`src/rtl/pf_vf_mux_pkg.sv`:
```
// Shared types for the PF/VF stream mux/merge blocks: port tag layout,
// arbiter states and the platform's default port-to-function tables.
package pf_vf_mux_pkg;

  typedef struct packed {
    logic [2:0]  pf;
    logic [10:0] vf;
    logic        vf_active;
  } pfvf_tag_t;

  localparam int TAG_W = $bits(pfvf_tag_t);

  typedef enum logic [0:0] {
    ARB_IDLE   = 1'b0,
    ARB_LOCKED = 1'b1
  } arb_state_t;

  // Platform map: port 0 -> PF0, port 1 -> PF1, no virtual functions.
  localparam int          PLAT_NUM_PORT                       = 2;
  localparam logic [2:0]  PLAT_PF_NUM_TABLE    [PLAT_NUM_PORT] = '{3'd0, 3'd1};
  localparam logic [10:0] PLAT_VF_NUM_TABLE    [PLAT_NUM_PORT] = '{11'd0, 11'd0};
  localparam logic        PLAT_VF_ACTIVE_TABLE [PLAT_NUM_PORT] = '{1'b0, 1'b0};

  function automatic pfvf_tag_t make_tag(input logic [2:0] pf, input logic [10:0] vf,
                                         input logic vf_active);
    pfvf_tag_t t;
    t.pf        = pf;
    t.vf        = vf;
    t.vf_active = vf_active;
    return t;
  endfunction

endpackage

```
`src/rtl/pfvf_tx_skid.sv`:
```
// Two-entry output buffer: a registered output stage plus one skid slot, so
// the upstream ready depends only on flops and full throughput is kept.
module pfvf_tx_skid #(
  parameter int W = 8
) (
  input  logic         clk,
  input  logic         rst_n,
  input  logic         in_valid,
  output logic         in_ready,
  input  logic [W-1:0] in_data,
  output logic         out_valid,
  input  logic         out_ready,
  output logic [W-1:0] out_data
);

  logic         out_vld_r;
  logic [W-1:0] out_dat_r;
  logic         skid_vld_r;
  logic [W-1:0] skid_dat_r;
  logic         push_s;
  logic         load_s;

  assign in_ready  = ~skid_vld_r;
  assign push_s    = in_valid & ~skid_vld_r;
  assign load_s    = out_ready | ~out_vld_r;
  assign out_valid = out_vld_r;
  assign out_data  = out_dat_r;

  // Output stage refills from the skid slot first; the skid slot only fills
  // while the output stage is stalled.
  always_ff @(posedge clk or negedge rst_n) begin
    if (!rst_n) begin
      out_vld_r  <= 1'b0;
      out_dat_r  <= '0;
      skid_vld_r <= 1'b0;
      skid_dat_r <= '0;
    end else if (load_s) begin
      if (skid_vld_r) begin
        out_dat_r  <= skid_dat_r;
        out_vld_r  <= 1'b1;
        skid_vld_r <= 1'b0;
      end else if (push_s) begin
        out_dat_r <= in_data;
        out_vld_r <= 1'b1;
      end else begin
        out_vld_r <= 1'b0;
      end
    end else if (push_s) begin
      skid_dat_r <= in_data;
      skid_vld_r <= 1'b1;
    end else begin
      skid_vld_r <= skid_vld_r;
    end
  end

endmodule

```
`src/rtl/pfvf_tx_merge.sv`:
```
// Merges NUM_PORT AXI-S TX sources into one host stream, packet-atomic
// round-robin, tagging each beat with its source port's PF/VF identity.
module pfvf_tx_merge
  import pf_vf_mux_pkg::*;
#(
  parameter int          NUM_PORT                         = PLAT_NUM_PORT,
  parameter int          DATA_W                           = 512,
  parameter logic [2:0]  PF_NUM_TABLE    [NUM_PORT]       = PLAT_PF_NUM_TABLE,
  parameter logic [10:0] VF_NUM_TABLE    [NUM_PORT]       = PLAT_VF_NUM_TABLE,
  parameter logic        VF_ACTIVE_TABLE [NUM_PORT]       = PLAT_VF_ACTIVE_TABLE,
  localparam int         PID_W = (NUM_PORT > 1) ? $clog2(NUM_PORT) : 1
) (
  input  logic                       clk,
  input  logic                       rst_n,
  input  logic [NUM_PORT-1:0]        s_tvalid,
  output logic [NUM_PORT-1:0]        s_tready,
  input  logic [NUM_PORT*DATA_W-1:0] s_tdata,
  input  logic [NUM_PORT-1:0]        s_tlast,
  output logic                       m_tvalid,
  input  logic                       m_tready,
  output logic [DATA_W-1:0]          m_tdata,
  output logic                       m_tlast,
  output logic [PID_W-1:0]           m_port_id,
  output logic [2:0]                 m_pf_num,
  output logic [10:0]                m_vf_num,
  output logic                       m_vf_active,
  output logic [NUM_PORT*16-1:0]     pkt_cnt
);

  localparam int               PAY_W     = DATA_W + 1 + PID_W + TAG_W;
  localparam logic [PID_W-1:0] LAST_PORT = PID_W'(NUM_PORT - 1);

  arb_state_t        state_r, state_nxt_s;
  logic [PID_W-1:0]  lock_port_r, lock_port_nxt_s;
  logic [PID_W-1:0]  rr_ptr_r, rr_ptr_nxt_s;
  logic [PID_W-1:0]  grant_s;
  logic              grant_vld_s;
  int                best_dist_s;
  logic              run_r;
  logic              skid_ready_s;
  logic              xfer_s;
  logic              beat_last_s;
  logic [DATA_W-1:0] beat_data_s;
  pfvf_tag_t         tag_in_s, tag_out_s;
  logic [PAY_W-1:0]  pay_in_s, pay_out_s;
  logic [15:0]       cnt_r [NUM_PORT];

  function automatic int rr_dist(input int p, input int rr);
    return (p >= rr) ? (p - rr) : (p + NUM_PORT - rr);
  endfunction

  // Grant: the locked port, or the nearest valid port at/after rr_ptr.
  always_comb begin
    grant_s     = lock_port_r;
    grant_vld_s = 1'b0;
    best_dist_s = NUM_PORT;
    if (state_r == ARB_LOCKED) begin
      grant_vld_s = 1'b1;
    end else begin
      for (int p = 0; p < NUM_PORT; p++) begin
        if (s_tvalid[p] && (rr_dist(p, int'(rr_ptr_r)) < best_dist_s)) begin
          best_dist_s = rr_dist(p, int'(rr_ptr_r));
          grant_s     = PID_W'(p);
          grant_vld_s = 1'b1;
        end else begin
          best_dist_s = best_dist_s;
        end
      end
    end
  end

  // Steer the granted port's beat; ready is withheld until out of reset.
  always_comb begin
    s_tready    = '0;
    beat_data_s = '0;
    beat_last_s = 1'b0;
    for (int p = 0; p < NUM_PORT; p++) begin
      if (grant_s == PID_W'(p)) begin
        s_tready[p] = run_r & grant_vld_s & skid_ready_s;
        beat_data_s = s_tdata[p*DATA_W +: DATA_W];
        beat_last_s = s_tlast[p];
      end else begin
        s_tready[p] = 1'b0;
      end
    end
  end

  assign xfer_s   = |(s_tvalid & s_tready);
  assign tag_in_s = make_tag(PF_NUM_TABLE[grant_s], VF_NUM_TABLE[grant_s],
                             VF_ACTIVE_TABLE[grant_s]);
  assign pay_in_s = {beat_data_s, beat_last_s, grant_s, tag_in_s};

  // Arbiter next state; a tlast acceptance always ends the lock and moves rr_ptr.
  always_comb begin
    state_nxt_s     = state_r;
    lock_port_nxt_s = lock_port_r;
    rr_ptr_nxt_s    = rr_ptr_r;
    case (state_r)
      ARB_IDLE: begin
        if (xfer_s && !beat_last_s) begin
          state_nxt_s     = ARB_LOCKED;
          lock_port_nxt_s = grant_s;
        end else begin
          state_nxt_s = ARB_IDLE;
        end
      end
      ARB_LOCKED: begin
        if (xfer_s && beat_last_s) begin
          state_nxt_s = ARB_IDLE;
        end else begin
          state_nxt_s = ARB_LOCKED;
        end
      end
      default: state_nxt_s = ARB_IDLE;
    endcase
    if (xfer_s && beat_last_s) begin
      rr_ptr_nxt_s = (grant_s == LAST_PORT) ? '0 : grant_s + PID_W'(1);
    end else begin
      rr_ptr_nxt_s = rr_ptr_r;
    end
  end

  // Arbiter state registers.
  always_ff @(posedge clk or negedge rst_n) begin
    if (!rst_n) begin
      state_r     <= ARB_IDLE;
      lock_port_r <= '0;
      rr_ptr_r    <= '0;
      run_r       <= 1'b0;
    end else begin
      state_r     <= state_nxt_s;
      lock_port_r <= lock_port_nxt_s;
      rr_ptr_r    <= rr_ptr_nxt_s;
      run_r       <= 1'b1;
    end
  end

  pfvf_tx_skid #(.W(PAY_W)) u_skid (
    .clk       (clk),
    .rst_n     (rst_n),
    .in_valid  (xfer_s),
    .in_ready  (skid_ready_s),
    .in_data   (pay_in_s),
    .out_valid (m_tvalid),
    .out_ready (m_tready),
    .out_data  (pay_out_s)
  );

  assign {m_tdata, m_tlast, m_port_id, tag_out_s} = pay_out_s;
  assign m_pf_num    = tag_out_s.pf;
  assign m_vf_num    = tag_out_s.vf;
  assign m_vf_active = tag_out_s.vf_active;

  // Completed-packet counters, counted as tlast beats leave on the host side.
  always_ff @(posedge clk or negedge rst_n) begin
    if (!rst_n) begin
      for (int p = 0; p < NUM_PORT; p++) cnt_r[p] <= 16'd0;
    end else begin
      for (int p = 0; p < NUM_PORT; p++) begin
        if (m_tvalid && m_tready && m_tlast && (m_port_id == PID_W'(p))) begin
          cnt_r[p] <= cnt_r[p] + 16'd1;
        end else begin
          cnt_r[p] <= cnt_r[p];
        end
      end
    end
  end

  always_comb begin
    pkt_cnt = '0;
    for (int p = 0; p < NUM_PORT; p++) pkt_cnt[p*16 +: 16] = cnt_r[p];
  end

endmodule

```
`config.mk`:
```
export PLATFORM = sky130hd
export DESIGN_NAME = pfvf_tx_merge
export DESIGN_NICKNAME = d
export VERILOG_FILES = /design/src/rtl/pf_vf_mux_pkg.sv /design/src/rtl/pfvf_tx_skid.sv /design/src/rtl/pfvf_tx_merge.sv
export SDC_FILE = /design/constraint.sdc
export NUM_CORES = 2
export LEC_CHECK = 0
export CAP_MARGIN = 10
export CORE_AREA = 2 2 628 630
export DETAILED_ROUTE_END_ITERATION = 16
export DIE_AREA = 0 0 630 632
export PLACE_DENSITY = 0.31
export SYNTH_ARGS = -nofsm -noshare
export SYNTH_HDL_FRONTEND = slang
export SYNTH_SLANG_ARGS = --single-unit
export TNS_END_PERCENT = 100
```
`constraint.sdc`:
```
create_clock -name clk -period 5.9 [get_ports clk]
set_input_delay 0.885 -clock clk [delete_from_list [all_inputs] [get_ports clk]]
set_output_delay 0.885 -clock clk [all_outputs]
set_load 0.05 [all_outputs]
```
# Word-level counts from Yosys, hierarchy flattened

Cells that the tools add are included.

Register bits: 1096
Input port bits: 1031
Output and inout port bits: 564
Word-level logic and storage cells: 76

Add/sub/neg operators: 6
$lt $le $gt $ge: 4
Multiplexer cells: 30
Bitwise gates (word level): 11
Reductions and logical operators: 15

Operators by type and width:

| cell                                                        | number |
|---|---|
| two-way mux 529 bit                                         | 2 |
| two-way mux 512 bit                                         | 1 |
| two-way mux 32 bit                                          | 3 |
| adder 16 x 1 -> 16 bit, second input constant               | 2 |
| less-than comparator 32 x 3 -> 1 bit, second input constant | 1 |
| less-than comparator 32 bit                                 | 1 |
| two-way mux 11 bit                                          | 2 |
| two-way mux 1 bit                                           | 19 |
| logical AND 1 bit                                           | 8 |
| two-way mux 3 bit                                           | 2 |
| AND reduction 2 bit                                         | 3 |
| NOT 1 bit                                                   | 5 |
| nonzero test 2 bit                                          | 2 |
| subtractor 1 x 1 -> 2 bit, first input constant             | 2 |
| bitwise AND 1 bit                                           | 3 |
| subtractor 2 x 1 -> 3 bit, first input constant             | 1 |
| bitwise AND 2 bit                                           | 1 |
| greater-or-equal comparator 2 bit, second input constant    | 1 |
| NOT 1 -> 2 bit                                              | 1 |
| case mux 1 bit (2 select lines)                             | 1 |
| OR reduction 2 bit                                          | 1 |
| adder 1 bit, second input constant                          | 1 |
| greater-or-equal comparator 1 bit, first input constant     | 1 |
| zero test 1 bit                                             | 1 |
| OR 1 bit                                                    | 1 |

# Longest topological paths before layout

Word-level depth: 18
Depth in mapped cells: 8
Gate-level depth less buffers: 5

# Modules after synthesis

Synthesis repeated with hierarchy kept, for this count alone.

Cells, all modules: 4640
Area total of the unflattened synthesis: 54828.8 sq um

By module, submodules not included:

| module        | instances | cells each | area an instance (sq um) | seq. area each (sq um) |
|---|---|---|---|---|
| pfvf_tx_skid  | 1         | 2830       | 46782.4                  | 26525.4 |
| pfvf_tx_merge | 1         | 1810       | 8046.5                   | 900.9 |

# Least setup slack after synthesis

Ideal clock, no wire load.

Path kind: input to output
Start point: input port s_tvalid[1]
End point: output port s_tready[1]
Data arrival time: 2.365 ns
Data required time: 5.015 ns
Path slack: 2.650 ns
Stages: 6
Path buffers: 3
Path through: nor2b_1 o22ai_1 buf_4 buf_4 buf_2 nor2_1

Word-level cells in the longest chain between the ends: 6

Ends and longest elaborated chain:

| item                            | RTL line            | source |
|---|---|---|
| start, declared                 | pfvf_tx_merge.sv:15 | `input logic [NUM_PORT-1:0] s_tvalid,` |
| logical AND 1 bit *             | pfvf_tx_merge.sv:61 | `if (s_tvalid[p] && (rr_dist(p, int'(rr_ptr_r)) < best_dist_s)) begin` |
| two-way mux 1 bit               | pfvf_tx_merge.sv:61 |  |
| two-way mux 1 bit               | pfvf_tx_merge.sv:57 | `if (state_r == ARB_LOCKED) begin` |
| bitwise AND 1 bit (2 in series) | pfvf_tx_merge.sv:79 | `s_tready[p] = run_r & grant_vld_s & skid_ready_s;` |
| two-way mux 1 bit *             | pfvf_tx_merge.sv:78 | `if (grant_s == PID_W'(p)) begin` |
| end, declared                   | pfvf_tx_merge.sv:16 | `output logic [NUM_PORT-1:0] s_tready,` |

Mark *: on every way between the ends. The rest lies on a longest branch, timed or not.

# Worst setup path in the final report

Start point: register u_skid.skid_vld_r
End point: output port s_tready[1]

Word-level cells in the longest chain between the ends: 3

Ends and longest elaborated chain:

| item                   | RTL line            | source |
|---|---|---|
| start, declared        | pfvf_tx_skid.sv:18  | `logic skid_vld_r;` |
| start signal, assigned | pfvf_tx_skid.sv:52  | `skid_vld_r <= skid_vld_r;` |
| NOT 1 bit              | pfvf_tx_skid.sv:23  | `assign in_ready = ~skid_vld_r;` |
| bitwise AND 1 bit      | pfvf_tx_merge.sv:79 |  |
| two-way mux 1 bit      | pfvf_tx_merge.sv:78 |  |

Every way passes these cells.

==> out/results.ini <==
[logic_synthesis]
syn_inst=5828
synth_compound_area_frac=0.1318
synth_top_family_by_area=multiplexers
yosysWarnings=0
synth_cell_types=42
synthMuxAreaShare=0.2618
post_synth_fa_ha_maj_area_fraction=0.0004237
synth-seq-cells=1066
synthXorXnorAreaFrac=0.004449
yosysSeqAreaShare=0.4516
syn-cell-area_sq_um=59060
syn_avg_cell_area_sq_um=10.13
yosys.area_share.simple=0.07158

[job]
cap_violations=0

[layout]
final_common_cell=clkdlybuf4s50_1
synthToLayoutAreaGrowth_pct=44.97
drive_above_1_share=0.04995
utilization=0.2188
final_cell_mix=1576 x clkdlybuf4s50_1, 1539 x mux2i_1, 1065 x dfrtp_1
final_cell_area_sq_um=85620
final_nets=8206

[timing]
hold_viol_final=0
rsz0062_at_grt=no
setup_viol=0
min_period_ns=4.247
slew_headroom=0.1661
holdWs_ns=0.4740
max_freq_mhz=235.5
tns_ns=0
post-route-period-util=0.7198
worst_pin_slew_ns=1.251
slew_violations=0
skew_ns=0.07729

[worst_setup_path]
startpoint_type=register
path_cells=nor2b_1, o31ai_1, nor2_1, clkdlybuf4s50_1
r2r_slack_ns=2.36
slowest_delay_ns=0.83
end_kind=output pin
rr_startpoint=u_skid.skid_vld_r
rr_endpoint=u_skid.skid_dat_r[221]
crit_slowest_cell=clkdlybuf4s50_1
worst_ep_required_time_ns=5.02
crit_arrival_ns=3.36
r2r.worst_path.cells=5
crit_fanout=64
path_class=reg -> out

[routing]
vias=52110
ant_nets=0
drt_iter0_drc=3164
drc=0
drt-wirelength-per-cell_um=27.67
viasPerCell=4.144
wirelength_um=347900
first_pass_iters=5

[clocking]
worstSkewPairLatency_ns=0.86
cts_resized=0
root_buffer=clkbuf_16
htreeDepth=4
clock_sinks=1066
cts_tree=done
cts_buffers=161
clk_pin_slew_ns=0.06
clockBufferDepth=4

[pwr]
ir_drop_uv=236.8
power_mw=42.22
cellPowerDensity_nw_per_um2=493.1
p_leak_nw=39.32

[floorplanning]
rows=230
die_w_um=630
io_pins=1595
core_sq_um=391400
initial_core_util=0.1509
fp.dieH_um=632
dieArea_sq_um=398200

[placed_design]
dp_hpwl_um=258400
dpl_cell_area_sq_um=80340
place_congestion=0.8159
io_buffers=1580

[global_route]
grt_pass1_vias=52400
grt_max_degree=170
grt.overflow.total=0
grt_pass1_wl_um=467400
antenna_found_initial=247
grtUsageTotal=0.1676

[min_path]
hp-start=pkt_cnt[31]
min_path_cells=1
min_to=pkt_cnt[31]
hold_path.class=reg -> reg

[run_status]
status=completed

[where the power goes]
part | switching, mW | total [mW] | internal, mW | leakage (nW)
logic | 13.1 | 20.3 | 7.13 | 24.2
registers | 1.61 | 12.3 | 10.6 | 12.6
clock network | 4.02 | 9.69 | 5.67 | 2.51
total | 18.8 | 42.2 | 23.4 | 39.3
[area by class of cell]
class	instances	area (sq um)
Sequential cell	1066	26680
Multi-Input combinational cell	3724	27850
Antenna cell	66	165.2
Clock buffer	244	4743
Fill cell	42500	305800
Tap cell	5220	6531
Inverter	521	1956
Timing Repair Buffer	1699	17340
Clock inverter	33	364.1
[cells in the mapped netlist]
cell | number | area share
buf_1 | 11 | 0.00070
or4_1 | 2 | 0.00025
a211oi_1 | 2 | 0.00025
nor3_1 | 5 | 0.00042
a21o_1 | 1 | 0.00013
nor4bb_1 | 1 | 0.00017
nor4_1 | 7 | 0.00074
dfrtp_1 | 1066 | 0.45
inv_1 | 521 | 0.033
o22a_1 | 1 | 0.00015
o31ai_1 | 1 | 0.00013
clkbuf_1 | 279 | 0.018
nor2_1 | 1038 | 0.066
a32o_1 | 513 | 0.087
a21oi_1 | 513 | 0.043
nand3b_1 | 1 | 0.00013
nand2_1 | 11 | 0.00070
nand4_1 | 5 | 0.00053
or3_1 | 1 | 0.00011
and4_1 | 2 | 0.00030
nand2b_1 | 3 | 0.00032
o22ai_1 | 1 | 0.00011
mux2i_1 | 1539 | 0.26
or2_2 | 1 | 0.00011
and3_1 | 4 | 0.00042
o21ai_1 | 1 | 0.000085
a31oi_1 | 2 | 0.00021
and2_1 | 1 | 0.00011
buf_4 | 88 | 0.011
a311oi_1 | 1 | 0.00015
nand4b_1 | 1 | 0.00015
a41oi_1 | 1 | 0.00015
nor2b_1 | 3 | 0.00032
xor2_1 | 8 | 0.0012
buf_2 | 127 | 0.011
ha_1 | 2 | 0.00042
conb_1 | 2 | 0.00013
nand3_1 | 10 | 0.00085
xnor2_1 | 22 | 0.0033
mux2_2 | 3 | 0.00057
mux2_1 | 2 | 0.00038
buf_6 | 25 | 0.0048
[flip-flops by register name, indices dropped and copies added (netlist names)]
name / flops
u_skid.out_valid: 1
state_r: 1
u_skid.skid_vld_r: 1
u_skid.out_data: 514
u_skid.skid_dat_r: 514
lock_port_r: 1
run_r: 1
pkt_cnt: 32
rr_ptr_r: 1
[cells by family (layout without fill, tap and decap cells)]
family          count (synthesis)  count (layout)
simple gates                 1096            1096
compound gates               1037            1037
flops                        1066            1066
mux                          1544            1544
fa+ha+maj                       2               2
xor+xnor                       30              30
buf+inv                      1051            2497
other cells                     2              81
[through the flow]
stage	setup slack, ns	instances
after floorplan	2.650	5841
after global placement	1.778	12230
after detailed placement	1.724	12230
after CTS	1.458	12510
after global routing	1.446	12550
final	1.653	12570
[how the worst max path moves through the flow]
stage | from | end | slack, ns | depth (start not counted)
floorplan | s_tvalid[1] | s_tready[1] | 2.65 | 6
global placement | m_tready | u_skid.out_data[262] | 1.78 | 6
detailed placement | m_tready | u_skid.out_data[273] | 1.72 | 6
CTS | u_skid.skid_vld_r | s_tready[1] | 1.46 | 4
global route | u_skid.skid_vld_r | s_tready[0] | 1.45 | 4
finish | u_skid.skid_vld_r | s_tready[1] | 1.65 | 4
[critical path: cells and delay by family, from the launching register on]
kind	cells	cell delay, ns
buffers and inverters	1	0.83
AO/OA/AOI/OAI	1	0.18
flip-flops	1	0.78
AND/OR/NAND/NOR	2	0.70
[timing repair]
action | in CTS | in global routing
buffers inserted | 0 | 0
endpoints found under the hold margin | 2 | 0
hold buffers | 1 | 0
[per-layer routing]
| metal | global-route usage | up-vias | part of all wire |
|---|---|---|---|
| met1 | 0.1897 | 26520 | 0.39 |
| met3 | 0.04217 | 678 | 0.060 |
| met5 | 0 | - | 0.0017 |
| li1 | - | 23230 | - |
| met2 | 0.3043 | 1589 | 0.52 |
| met4 | 0.05644 | 90 | 0.036 |
No activity file was read; power rests on OpenSTA's default activity.
